[src/rtl/fresh_fill_ctrl.sv]
// -----------------------------------------------------------------------------
// fresh_fill_ctrl
//
// Drains inclusive address-range descriptors from a standard-mode FIFO and
// sweeps each range into a 1-bit-wide freshness BRAM, one address per cycle.
// Also performs a whole-memory zero-fill on request and gates the BRAM read
// port so ingredient queries are only admitted while the memory image is
// coherent (idle, nothing queued, no clear pending or being requested).
//
// Ports
//   clk, rst_n          sole clock, asynchronous active-low reset
//   rng_empty           FIFO empty flag
//   rng_rd_en           FIFO read strobe (data valid the following cycle)
//   rng_low, rng_high   range bounds, both inclusive
//   rng_fresh           value written across the range
//   clr_req             single-cycle zero-fill request
//   q_valid, q_addr     query request / address
//   q_ready             query accept (combinational)
//   r_valid, r_fresh    query response, two cycles after acceptance
//   ram_wr_en/addr/val  BRAM write port
//   ram_rd_addr         BRAM read address
//   ram_rd_val          BRAM read data, one cycle latency
//   busy                FSM active or clear pending
//   err_range           sticky: a descriptor with low > high was seen
//   ranges_done         saturating count of descriptors consumed
// -----------------------------------------------------------------------------
module fresh_fill_ctrl #(
    parameter int unsigned ADDR_W = 17,
    parameter int unsigned CNT_W  = 16
) (
    input  logic              clk,
    input  logic              rst_n,

    input  logic              rng_empty,
    output logic              rng_rd_en,
    input  logic [ADDR_W-1:0] rng_low,
    input  logic [ADDR_W-1:0] rng_high,
    input  logic              rng_fresh,

    input  logic              clr_req,

    input  logic              q_valid,
    input  logic [ADDR_W-1:0] q_addr,
    output logic              q_ready,
    output logic              r_valid,
    output logic              r_fresh,

    output logic              ram_wr_en,
    output logic [ADDR_W-1:0] ram_wr_addr,
    output logic              ram_wr_val,
    output logic [ADDR_W-1:0] ram_rd_addr,
    input  logic              ram_rd_val,

    output logic              busy,
    output logic              err_range,
    output logic [CNT_W-1:0]  ranges_done
);

    typedef enum logic [2:0] {
        StIdle,
        StFetch,
        StLatch,
        StFill,
        StClear
    } state_e;

    state_e state_q, state_d;

    // Sweep pointer, shared by range fills and the whole-memory clear.
    logic [ADDR_W-1:0] cur_q, cur_d;
    logic [ADDR_W-1:0] end_q, end_d;
    logic              val_q, val_d;
    logic              clr_pend_q, clr_pend_d;
    logic              err_q, err_d;
    logic [CNT_W-1:0]  done_q, done_d;

    // Read-address hold register and the two-stage response pipeline.
    logic [ADDR_W-1:0] rd_addr_q, rd_addr_d;
    logic              acc_q, acc_d;
    logic              r_valid_q, r_valid_d;
    logic              r_fresh_q, r_fresh_d;

    logic              q_accept;
    logic              range_bad;

    assign range_bad = (rng_low > rng_high);

    // -------------------------------------------------------------------------
    // FSM: state register
    // -------------------------------------------------------------------------
    always_ff @(posedge clk or negedge rst_n) begin
        if (!rst_n) begin
            state_q <= StIdle;
        end else begin
            state_q <= state_d;
        end
    end

    // -------------------------------------------------------------------------
    // FSM: next-state logic
    // -------------------------------------------------------------------------
    always_comb begin
        state_d = state_q;
        unique case (state_q)
            StIdle: begin
                // A clear (pending or arriving now) wins over the FIFO.
                if (clr_pend_q || clr_req) begin
                    state_d = StClear;
                end else if (!rng_empty) begin
                    state_d = StFetch;
                end
            end
            StFetch: state_d = StLatch;
            StLatch: begin
                if (range_bad) begin
                    state_d = StIdle;
                end else begin
                    state_d = StFill;
                end
            end
            StFill: begin
                // Compare before increment so a range ending at the top
                // address terminates instead of wrapping to zero.
                if (cur_q == end_q) begin
                    state_d = StIdle;
                end
            end
            StClear: begin
                if (cur_q == '1) begin
                    state_d = StIdle;
                end
            end
            default: state_d = StIdle;
        endcase
    end

    // -------------------------------------------------------------------------
    // FSM: outputs
    // -------------------------------------------------------------------------
    always_comb begin
        rng_rd_en   = 1'b0;
        q_ready     = 1'b0;
        ram_wr_en   = 1'b0;
        ram_wr_val  = 1'b0;
        ram_wr_addr = cur_q;
        busy        = (state_q != StIdle) || clr_pend_q;
        unique case (state_q)
            StIdle: begin
                // clr_req is folded in so a same-cycle request blocks both
                // the FIFO pop and any query against a soon-stale image.
                q_ready   = rng_empty && !clr_pend_q && !clr_req;
                rng_rd_en = !rng_empty && !clr_pend_q && !clr_req;
            end
            StFill: begin
                ram_wr_en  = 1'b1;
                ram_wr_val = val_q;
            end
            StClear: begin
                ram_wr_en  = 1'b1;
                ram_wr_val = 1'b0;
            end
            default: ;
        endcase
    end

    assign q_accept    = q_valid && q_ready;
    // Combinational so the BRAM samples the address at the accept edge.
    assign ram_rd_addr = q_accept ? q_addr : rd_addr_q;

    // -------------------------------------------------------------------------
    // Datapath next-state
    // -------------------------------------------------------------------------
    always_comb begin
        cur_d      = cur_q;
        end_d      = end_q;
        val_d      = val_q;
        err_d      = err_q;
        done_d     = done_q;
        clr_pend_d = clr_pend_q;

        // A request during a clear sweep is absorbed by that sweep.
        if (clr_req && (state_q != StClear)) begin
            clr_pend_d = 1'b1;
        end

        unique case (state_q)
            StIdle: begin
                if (clr_pend_q || clr_req) begin
                    cur_d = '0;
                end
            end
            StLatch: begin
                cur_d = rng_low;
                end_d = rng_high;
                val_d = rng_fresh;
                if (done_q != '1) begin
                    done_d = done_q + CNT_W'(1);
                end
                if (range_bad) begin
                    err_d = 1'b1;
                end
            end
            StFill: begin
                if (cur_q != end_q) begin
                    cur_d = cur_q + ADDR_W'(1);
                end
            end
            StClear: begin
                if (cur_q == '1) begin
                    clr_pend_d = 1'b0;
                end else begin
                    cur_d = cur_q + ADDR_W'(1);
                end
            end
            default: ;
        endcase
    end

    always_comb begin
        rd_addr_d = q_accept ? q_addr : rd_addr_q;
        acc_d     = q_accept;
        r_valid_d = acc_q;
        r_fresh_d = ram_rd_val;
    end

    always_ff @(posedge clk or negedge rst_n) begin
        if (!rst_n) begin
            cur_q      <= '0;
            end_q      <= '0;
            val_q      <= 1'b0;
            err_q      <= 1'b0;
            done_q     <= '0;
            clr_pend_q <= 1'b0;
            rd_addr_q  <= '0;
            acc_q      <= 1'b0;
            r_valid_q  <= 1'b0;
            r_fresh_q  <= 1'b0;
        end else begin
            cur_q      <= cur_d;
            end_q      <= end_d;
            val_q      <= val_d;
            err_q      <= err_d;
            done_q     <= done_d;
            clr_pend_q <= clr_pend_d;
            rd_addr_q  <= rd_addr_d;
            acc_q      <= acc_d;
            r_valid_q  <= r_valid_d;
            r_fresh_q  <= r_fresh_d;
        end
    end

    assign err_range   = err_q;
    assign ranges_done = done_q;
    assign r_valid     = r_valid_q;
    assign r_fresh     = r_fresh_q;

endmodule

[config.mk]
export PLATFORM = sky130hd
export DESIGN_NAME = fresh_fill_ctrl
export DESIGN_NICKNAME = d
export VERILOG_FILES = /design/src/rtl/fresh_fill_ctrl.sv
export SDC_FILE = /design/constraint.sdc
export NUM_CORES = 1
export LEC_CHECK = 0
export ABC_AREA = 1
export CAP_MARGIN = 20
export CORE_ASPECT_RATIO = 1.4
export CORE_MARGIN = 8
export CORE_UTILIZATION = 40
export CTS_CLUSTER_DIAMETER = 30
export DETAILED_ROUTE_END_ITERATION = 12
export PLACE_DENSITY = 0.74
export SLEW_MARGIN = 0
export SYNTH_ARGS = -nofsm -noshare
export SYNTH_HDL_FRONTEND = slang
export SYNTH_SLANG_ARGS = --single-unit
[constraint.sdc]
create_clock -name clk -period 2.2 [get_ports clk]
set_input_delay 0.66 -clock clk [delete_from_list [all_inputs] [get_ports clk]]
set_output_delay 0.66 -clock clk [all_outputs]
set_load 0.1 [all_outputs]
Word level (Yosys, flattened, before mapping) --
Cells that the tools add are included.
Word-level totals: bits in registers 76, input bits 58, output and inout port bits 58
Cells by class: add/subtract/negate cells 2, order comparisons 1, equality and inequality tests 15, multiplexer cells 18, reduce and logical (&&, ||, !) cells 19
Operators with widths (number):
- $mux W17 | 4
- $pmux W17 S4 | 1
- $add A17 B1 Y17 const B | 1
- $eq A17 B17 Y1 | 1
- $eq A17 B17 Y1 const B | 1
- $gt A17 B17 Y1 | 1
- $ne A17 B17 Y1 | 1
- $add A16 B1 Y16 const B | 1
- $ne A16 B16 Y1 const B | 1
- $pmux W3 S5 | 1
- $mux W3 | 4
- $ne A2 B2 Y1 const B | 5
- $mux W1 | 7
- $eq A3 B2 Y1 const B | 2
- $logic_and A1 B1 Y1 | 6
- $ne A3 B3 Y1 const B | 2
- $reduce_and A2 Y1 | 2
- $reduce_and A4 Y1 | 1
- $reduce_bool A4 Y1 | 1
- $eq A3 B1 Y1 const B | 1
- $eq A3 B3 Y1 const B | 1
- $logic_not A1 Y1 | 3
- $logic_not A3 Y1 | 1
- $reduce_and A3 Y1 | 1
- 4 further kinds | 5

Logic depth before layout (Yosys ltp) --
Gate-level depths: netlist (run 1).
depth in word-level cells 6, gate-level depth with buffers 15, depth with buffers taken out 15

Least setup slack after synthesis (run 1) --
OpenSTA, ideal clock, no wires.
kind input to output, start input clr_req, end output ram_rd_addr[10], data arrival time 2.911 ns, required time 1.540 ns, slack -1.371 ns, stages 10, buffers on the path 1, cell sequence nor2_1 > nand2_4 > inv_2 > nand2_1 > inv_1 > nand2_2 > inv_2 > buf_6 > nand2_1 > nand2_1
Between the ends: word-level cells in the longest chain between the ends 5
RTL lines:
- start: declaration | RTL line 40 | input logic clr_req,
- $logic_not A1 Y1 | RTL line 151 | q_ready = rng_empty && !clr_pend_q && !clr_req;
- $logic_and A1 B1 Y1 | RTL line 151
- $mux W1 | RTL line 147 | unique case (state_q)
- named net q_ready | RTL line 44 | output logic q_ready,
- $logic_and A1 B1 Y1 | RTL line 166 | assign q_accept = q_valid && q_ready;
- named net acc_d | RTL line 79 | logic acc_q, acc_d;
- $mux W17
- end: declaration | RTL line 51 | output logic [ADDR_W-1:0] ram_rd_addr,
The timed path passes the listed nets, and every way through them passes these cells.

Final worst setup path (run 1) --
start register state_q[0], end output ram_rd_addr[9]
Between the ends: word-level cells in the longest chain between the ends 4
RTL lines:
- start: declaration | RTL line 67 | state_e state_q, state_d;
- start signal: assignment | RTL line 93 | state_q <= StIdle;
- start signal: assignment | RTL line 95 | state_q <= state_d;
- $logic_not A3 Y1 | RTL line 147
- $mux W1 | RTL line 147
- $logic_and A1 B1 Y1 | RTL line 166
- $mux W17
Every way passes these cells.

==> results by group, run 1 <==
Floorplan
  – Die Height: 140.1 um
  – Core Footprint: 0.01081 mm2
  – Total number of placement rows: 45
  – Top-Level Pins: 116
  – Die ar.: 0.01465 mm2
  – Starting utilization of the core area: 40.68%
  – Chip Width: 104.6 um

Place
  – GPL Wtd Cong: 0.9416
  – HPWL after detailed placement: 11,490 um
  – Cells after DPL: 883
  – Port Buf Inserts: 115

Final layout
  – Post-layout utilization of the core: 75.96%
  – Fraction of layout instances using a drive strength above 1: 39.54%
  – Final layout net count: 852
  – Non-filler cells, final: 920
  – Antenna Cells: 0
  – Area growth syn-to-layout: 86.71%

STA
  – Worst setup skew after layout: 0.007358 ns
  – Slew Limit Headroom: 69.33%
  – Total count of max-transition violations in the final report: 0
  – Total Negative Setup Slacks: -8.329 ns
  – Setup Viol. Count Final: 22
  – Final-report hold violation count: 0
  – Final critical-path setup slack: -0.4827 ns
  – Max frequency: 372.8 MHz
  – Min Clock Period, post-route: 2.683 ns
  – Setup repair after global routing missed its margin: true
  – Transition at the pin with the smallest max-transition slack: 0.4562 ns
  – Crit share post-route: 121.9%

Worst setup path
  – Critical path startpoint category: flop
  – Critical Path End Type: primary output
  – Kind of critical path: reg2out
  – Data arrival time at the worst-slack endpoint: 2.02 ns
  – Required time of the critical path: 1.54 ns
  – Critical register-to-register path endpoint: ram_wr_addr[12]
  – Worst Path Max Fanout: 7
  – Count of cells along the worst register-to-register path: 15
  – Source of the worst register-to-register timing path: ram_wr_addr[0]
  – Setup slack of the most critical reg-to-reg path: -0.04 ns

Drt
  – Detail-routed via count per cell: 5.435
  – WL per Instance: 18.68 um
  – First DRT Iteration DRCs: 456
  – Detailed-route DRC error count: 0
  – Vias after detailed routing: 5,000
  – Iteration count of the initial detailed-routing pass: 6
  – Post-route antenna net violation count: 0
  – Routed wire length: 17,190 um

Job
  – Count of maximum capacitance violations: 0

Synthesis
  – Synthesized instance count: 572
  – Sequential cell area fraction in the yosys report: 43.24%
  – Count of yosys warnings during synthesis: 0
  – Library cells used by synthesis: 33
  – Top area cells in the synthesized netlist: dfrtp_1 (43%), nand2_1 (18%), ha_1 (5.7%)
  – Flip-flop and latch count after synthesis: 76
  – Mapped Avg Cell Area: 7.689 um2
  – Leading area contributor after synthesis: dfrtp_1
  – Proportion of synthesized flip-flops having asynchronous set or reset: 100.0%
  – Post-Syn Nets: 650
  – Synthesized cell area: 0.004398 mm2
  – Number of enable-type register cells in the synthesized netlist: 0
  – Most common flop cell mapped by yosys: dfrtp_1
  – Share of the synthesized area in the top cell type: 43.24%

Global routing
  – Pin count of the biggest net entering global routing: 42
  – Total Routing Usage GR: 21.90%
  – Via count of the first global-routing pass: 5,223
  – Global-route wire length before repair: 25,610 um
  – Overflow left after global routing: 0
  – Antenna violations before repair: 0

Clocking
  – Root Buffer: clkbuf_16
  – TritonCTS buffer count: 9
  – Worst-skew pair later-pin latency: 0.35 ns
  – H-tree Lvls: 3
  – Total number of clock tree sinks: 76
  – Number of buffers on the longest clock path: 2
  – CTS clock-pin slew for the worst setup and hold paths: 0.06 ns
  – CTS tree: built
  – Cts hold-fix bufs: 0

Run status
  – Status: finished, violations left
  – Violations in the final reports: setup timing

Worst hold path
  – Classification of the worst-slack hold path: in2async

Pwr
  – Peak supply drop: 725.5 uV
  – Power density over cell area: 851.3 mW/mm2
  – Leakage Power: 3.864 nW
synthesized netlist by cell type, types with 8 or more instances:
| cell | n |
|---|---|
| nand2_2 | 8 |
| nand2_1 | 212 |
| o21ai_0 | 28 |
| xnor2_1 | 17 |
| nand3_1 | 38 |
| nor3_1 | 8 |
| nor2_1 | 38 |
| xor2_1 | 16 |
| inv_1 | 56 |
| ha_1 | 20 |
| dfrtp_1 | 76 |
how the worst max path moves through the flow:
stage / start / end / slack [ns]
finish: state_q[0] / ram_rd_addr[9] / -0.48
global route: state_q[1] / ram_rd_addr[0] / -0.56
detailed placement: clr_req / ram_rd_addr[1] / -0.70
floorplan: clr_req / ram_rd_addr[10] / -0.53
CTS: state_q[0] / ram_rd_addr[8] / -0.42
global placement: clr_req / ram_rd_addr[1] / -0.66
state kept, by name (all words and copies together) (netlist names):
name,cells
rd_addr_q,17
ranges_done,16
val_q,1
clr_pend_q,1
acc_q,1
end_q,17
ram_wr_addr,17
err_range,1
r_valid,1
r_fresh,1
state_q,3
metrics by stage:
stage                     setup slack, ns  area, um2  power (mW)  hold WS (ns)
after floorplan                   -0.5290       4893       3.767        0.3312
after global placement            -0.6632       7248       5.017        0.3326
after detailed placement          -0.7017       7248       5.070        0.3364
after CTS                         -0.4192       7929       6.873        0.2099
after global routing              -0.5558       8212       7.216        0.2238
final                             -0.4827       8212       6.990        0.2007
routing by layer:
metal  wire length [um]  up-vias  track usage, %
met5                  0        -               0
met3               1568      108           8.494
met2               9037      304           40.79
li1                   -     2222               -
met4               1119        0           13.42
met1               5462     2366           19.19
layout make-up:
cell class	instances	area (um2)
Multi-Input combinational cell	426	3103
Fill cell	662	2599
Inverter	59	240.2
Clock buffer	11	242.7
Sequential cell	76	1927
Clock inverter	5	75.07
Tap cell	141	176.4
Timing Repair Buffer	202	2447
placed cells by master, fill, tap and decap left out, types with 3 or more instances in the layout:
cell type        count
dfrtp_4              3
o21ai_0             28
o21bai_1             3
clkinv_2             3
dfrtp_1             62
nand4_1              7
dfrtp_2             11
ha_1                13
nand2_2             27
buf_6                5
xnor2_1             17
inv_2                8
nand2_4             18
nor2_4               8
buf_4               80
inv_1               48
ha_4                 6
a21oi_1              6
xor2_1              16
nor2_2               5
nor2_1              27
clkdlybuf4s50_1     52
nand3_4              4
nor3_1               7
nand3_1             18
nand3_2             16
buf_12              60
nand2_1            153
nand2_8             27
clkbuf_16            9
report_power, final:
group          internal (mW)  switching, mW
Clock                   1.02          0.606
Combinational           1.38           2.28
Sequential              1.59          0.113
Total                   3.99           3.00
kinds of logic (layout without fill, tap and decap cells):
kind of cell	count (synthesis)	in the layout	synth area share (%)
and+or+nand+nor	323	326	31.32
DFF	76	76	43.24
buffers and inverters	73	277	6.828
AOI/OAI and AO/OA	47	47	6.344
xor gates and xnor gates	33	33	6.572
adders and majority gates	20	20	5.690
critical path, stage by stage (launching register included):
cell and delay (ns):
dfrtp_1 0.38, nor2_1 0.15, inv_2 0.07, nor2_4 0.12, nand2_4 0.07, inv_4 0.06
nand2_4 0.05, clkinvlp_4 0.12, nand2_8 0.09, inv_12 0.10, buf_12 0.14, nand2_4 0.07
nand2_8 0.08, buf_12 0.16
repair_timing:
action | in CTS | in global routing
gates cloned | 4 | 0
endpoints found under the setup margin | 39 | 42
pin swaps | 28 | 27
resized for setup | 61 | 46
hold endpoints to repair | 0 | 0
buffers inserted | 13 | 7
Note: power is estimated with default switching activity, not from simulation.
==> run 2, diff against run 1 <==
Settings changed: CAP_MARGIN 20 to default, RECOVER_POWER from default to 50.
==> run 2 against run 1 <==
Compared with the run above:
- the flow still finishes with violations (setup timing)
- hold slack improved by 0.15 ns
- flip-flop and latch count unchanged
- maximum frequency increased by 0.22%
- register-to-register slack hardly changed
- global-route usage did not move
- first-iteration DRC count shrank 1.3%
- combinational power about the same
- largest cell class unchanged
- final cell count stayed put
- critical endpoint unchanged
- clock power about the same
- critical path depth unchanged
- via count down 0.78%
==> results by group, run 2 (same netlist as run 1, synthesis figures left out) <==
Worst setup path
  – Required time of the critical path: 1.54 ns (about the same)
  – Source of the worst register-to-register timing path: ram_wr_addr[0]
  – Crit-path cells: nor2_1, inv_2, nor2_4, nand2_4, inv_4, nand2_4, clkinvlp_4, nand2_8, inv_12, buf_12, nand2_4, nand2_8, buf_12
  – Kind of critical path: reg2out
  – Buffers and inverters on the worst path: 6 (unchanged)
  – Data arrival time at the worst-slack endpoint: 2.02 ns (about the same)
  – Slowest stage delay, CP: 0.37 ns (about the same)
  – Most used cell, CP: nand2_4
  – Worst Path Max Fanout: 7 (unchanged)
  – Critical Path End Type: primary output
  – Critical path startpoint category: flop
  – Cell family with the largest share of critical-path delay: buffers and inverters
  – Launching element of the worst setup path: state_q[0]
  – Crit path max-delay cell type: dfrtp_1

Pwr
  – Switching power: 2.999 mW (about the same)
  – Total design power: 6.988 mW (about the same)
  – Clk network pwr share: 23.3% (about the same)
  – Portion of total power attributed to combinational logic: 52.3% (about the same)
  – Peak supply drop: 725.7 uV (about the same)
  – Switching share of total power: 42.92% (+0.049 points)
  – Sequential Power Share: 24.4% (about the same)
  – Cell-internal power: 3.989 mW (-0.12%)
  – Leakage Power: 3.855 nW (-0.24%)
  – Power density over cell area: 853.2 mW/mm2 (+0.23%)

Final layout
  – Final layout net count: 852 (unchanged)
  – Commonest non-fill, non-tap cells in the layout: nand2_1 (153), buf_4 (77), dfrtp_1 (62)
  – Antenna Cells: 0 (unchanged)
  – Most frequent standard cell in the layout excluding fill and tap cells: nand2_1
  – Fillcell total: 665 (+0.45%)
  – Fraction of layout instances using a drive strength above 1: 39.41% (-0.13 points)
  – Multi-input gate area: 0.003103 mm2 (unchanged)
  – Area growth syn-to-layout: 86.23%
  – Register cell area after layout: 0.001927 mm2 (unchanged)

STA
  – Worst hold slack: 0.3477 ns (+0.1471 ns)
  – Max frequency: 373.6 MHz (+0.22%)
  – Crit share post-route: 121.7% (-0.27 points)
  – Setup Viol. Count Final: 23 (+4.5%)
  – Transition at the pin with the smallest max-transition slack: 1.189 ns (+0.7331 ns)
  – Worst setup skew after layout: 0.007308 ns (-0.00005007 ns)
  – Final-report hold violation count: 0 (unchanged)
  – Total count of max-transition violations in the final report: 0 (unchanged)
  – Min Clock Period, post-route: 2.677 ns (-0.005915 ns)
  – Final critical-path setup slack: -0.4768 ns (+0.005915 ns)
  – Setup repair after global routing missed its margin: true
  – Slew Limit Headroom: 20.71% (-49 points)

Job
  – Count of maximum capacitance violations: 0 (unchanged)

Floorplan
  – Total number of placement rows: 45 (unchanged)
  – Core Footprint: 0.01081 mm2 (unchanged)
  – Chip Width: 104.6 um (unchanged)
  – Die Height: 140.1 um (unchanged)
  – Top-Level Pins: 116 (unchanged)
  – Starting utilization of the core area: 40.68% (unchanged)
  – Die ar.: 0.01465 mm2 (unchanged)

Clocking
  – CTS tree: built
  – H-tree Lvls: 3 (unchanged)
  – TritonCTS buffer count: 9 (unchanged)
  – Number of buffers on the longest clock path: 2 (unchanged)
  – Worst-skew pair later-pin latency: 0.35 ns (about the same)
  – Root Buffer: clkbuf_16
  – Total number of clock tree sinks: 76 (unchanged)
  – CTS clock-pin slew for the worst setup and hold paths: 0.06 ns (about the same)
  – Cts hold-fix bufs: 0 (unchanged)

Place
  – Port Buf Inserts: 115 (unchanged)
  – GPL Wtd Cong: 0.9416 (unchanged)
  – Pre-CTS WS: -0.7017 ns (unchanged)
  – HPWL after detailed placement: 11,490 um (unchanged)

Global routing
  – Global-route wire length before repair: 25,610 um (unchanged)
  – Via count of the first global-routing pass: 5,223 (unchanged)
  – Antenna violations before repair: 0 (unchanged)
  – Overflow left after global routing: 0 (unchanged)
  – Total Routing Usage GR: 21.90% (unchanged)
  – Pin count of the biggest net entering global routing: 42 (unchanged)

Drt
  – Iteration count of the initial detailed-routing pass: 8 (+2)
  – Post-route antenna net violation count: 0 (unchanged)
  – Routed wire length: 17,240 um (+0.31%)
  – WL per Instance: 18.74 um (+0.31%)
  – Detail-routed via count per cell: 5.392 (-0.78%)
  – First DRT Iteration DRCs: 450 (-1.3%)
  – Vias after detailed routing: 4,961 (-0.78%)
  – Detailed-route DRC error count: 0 (unchanged)

Run status
  – Violations in the final reports: setup timing
  – Status: finished, violations left

Worst hold path
  – Classification of the worst-slack hold path: reg2reg
  – Hold Crit Start: acc_q
run 2: cell count changes in the layout (fill, tap and decap cells not counted), sizes merged:
cell,before,now
buf,146,142
clkbuf,11,15
clkdlybuf4s50,52,51
dlygate4sd3,0,1
run 2: final timing paths:
check | slack, ns | end | cells after the start
max | -0.48 | ram_rd_addr[9] | 13
min | 0.35 | r_valid | 0
max reg2reg | -0.04 | ram_wr_addr[12] | 15
min reg2reg | 0.35 | r_valid | 0
max in group asynchronous | 0.33 | ram_wr_addr[7] | 2
min in group asynchronous | 0.54 | ram_wr_addr[0] | 1
run 2: layout make-up:
cell class	count	area share [%]
clock buffer	11	2.964
clock inverter	5	0.9166
inverter	59	2.933
multi-input combinational	426	37.89
sequential	76	23.53
tap	141	2.154
timing repair buffer	202	29.62
run 2: layer usage:
metal | vias to the layer above | global-route usage [%] | part of all wire (%)
met3 | 102 | 8.494 | 9.5
met1 | 2338 | 19.19 | 32
li1 | 2227 | - | -
met4 | 0 | 13.42 | 6.5
met5 | - | 0 | 0
met2 | 294 | 40.79 | 52
run 2: stage by stage:
step / util [%] / area [um2] / TNS [ns] / instances
after floorplan: - / 4893 / -11.34 / 572
after global placement: 67.05 / 7248 / -13.40 / 883
after detailed placement: 67.05 / 7248 / -14.59 / 883
after CTS: 73.34 / 7929 / -7.066 / 914
after global routing: 75.76 / 8190 / -12.28 / 920
final: 75.76 / 8190 / -8.224 / 920
run 2: what timing repair did:
item / 4_1_cts / 5_1_grt
setup buffers: 13 / 7
gates cloned: 4 / 0
pin swaps: 28 / 27
resized for setup: 61 / 46
setup endpoints to repair: 39 / 42
run 2: power groups by stage:
stage	combinational, mW	clock [mW]	sequential [mW]
global route	3.80	1.69	1.72
detailed placement	3.37	0	1.70
floorplan	1.60	0	2.16
finish	3.65	1.63	1.70
CTS	3.54	1.64	1.69
global placement	3.32	0	1.69
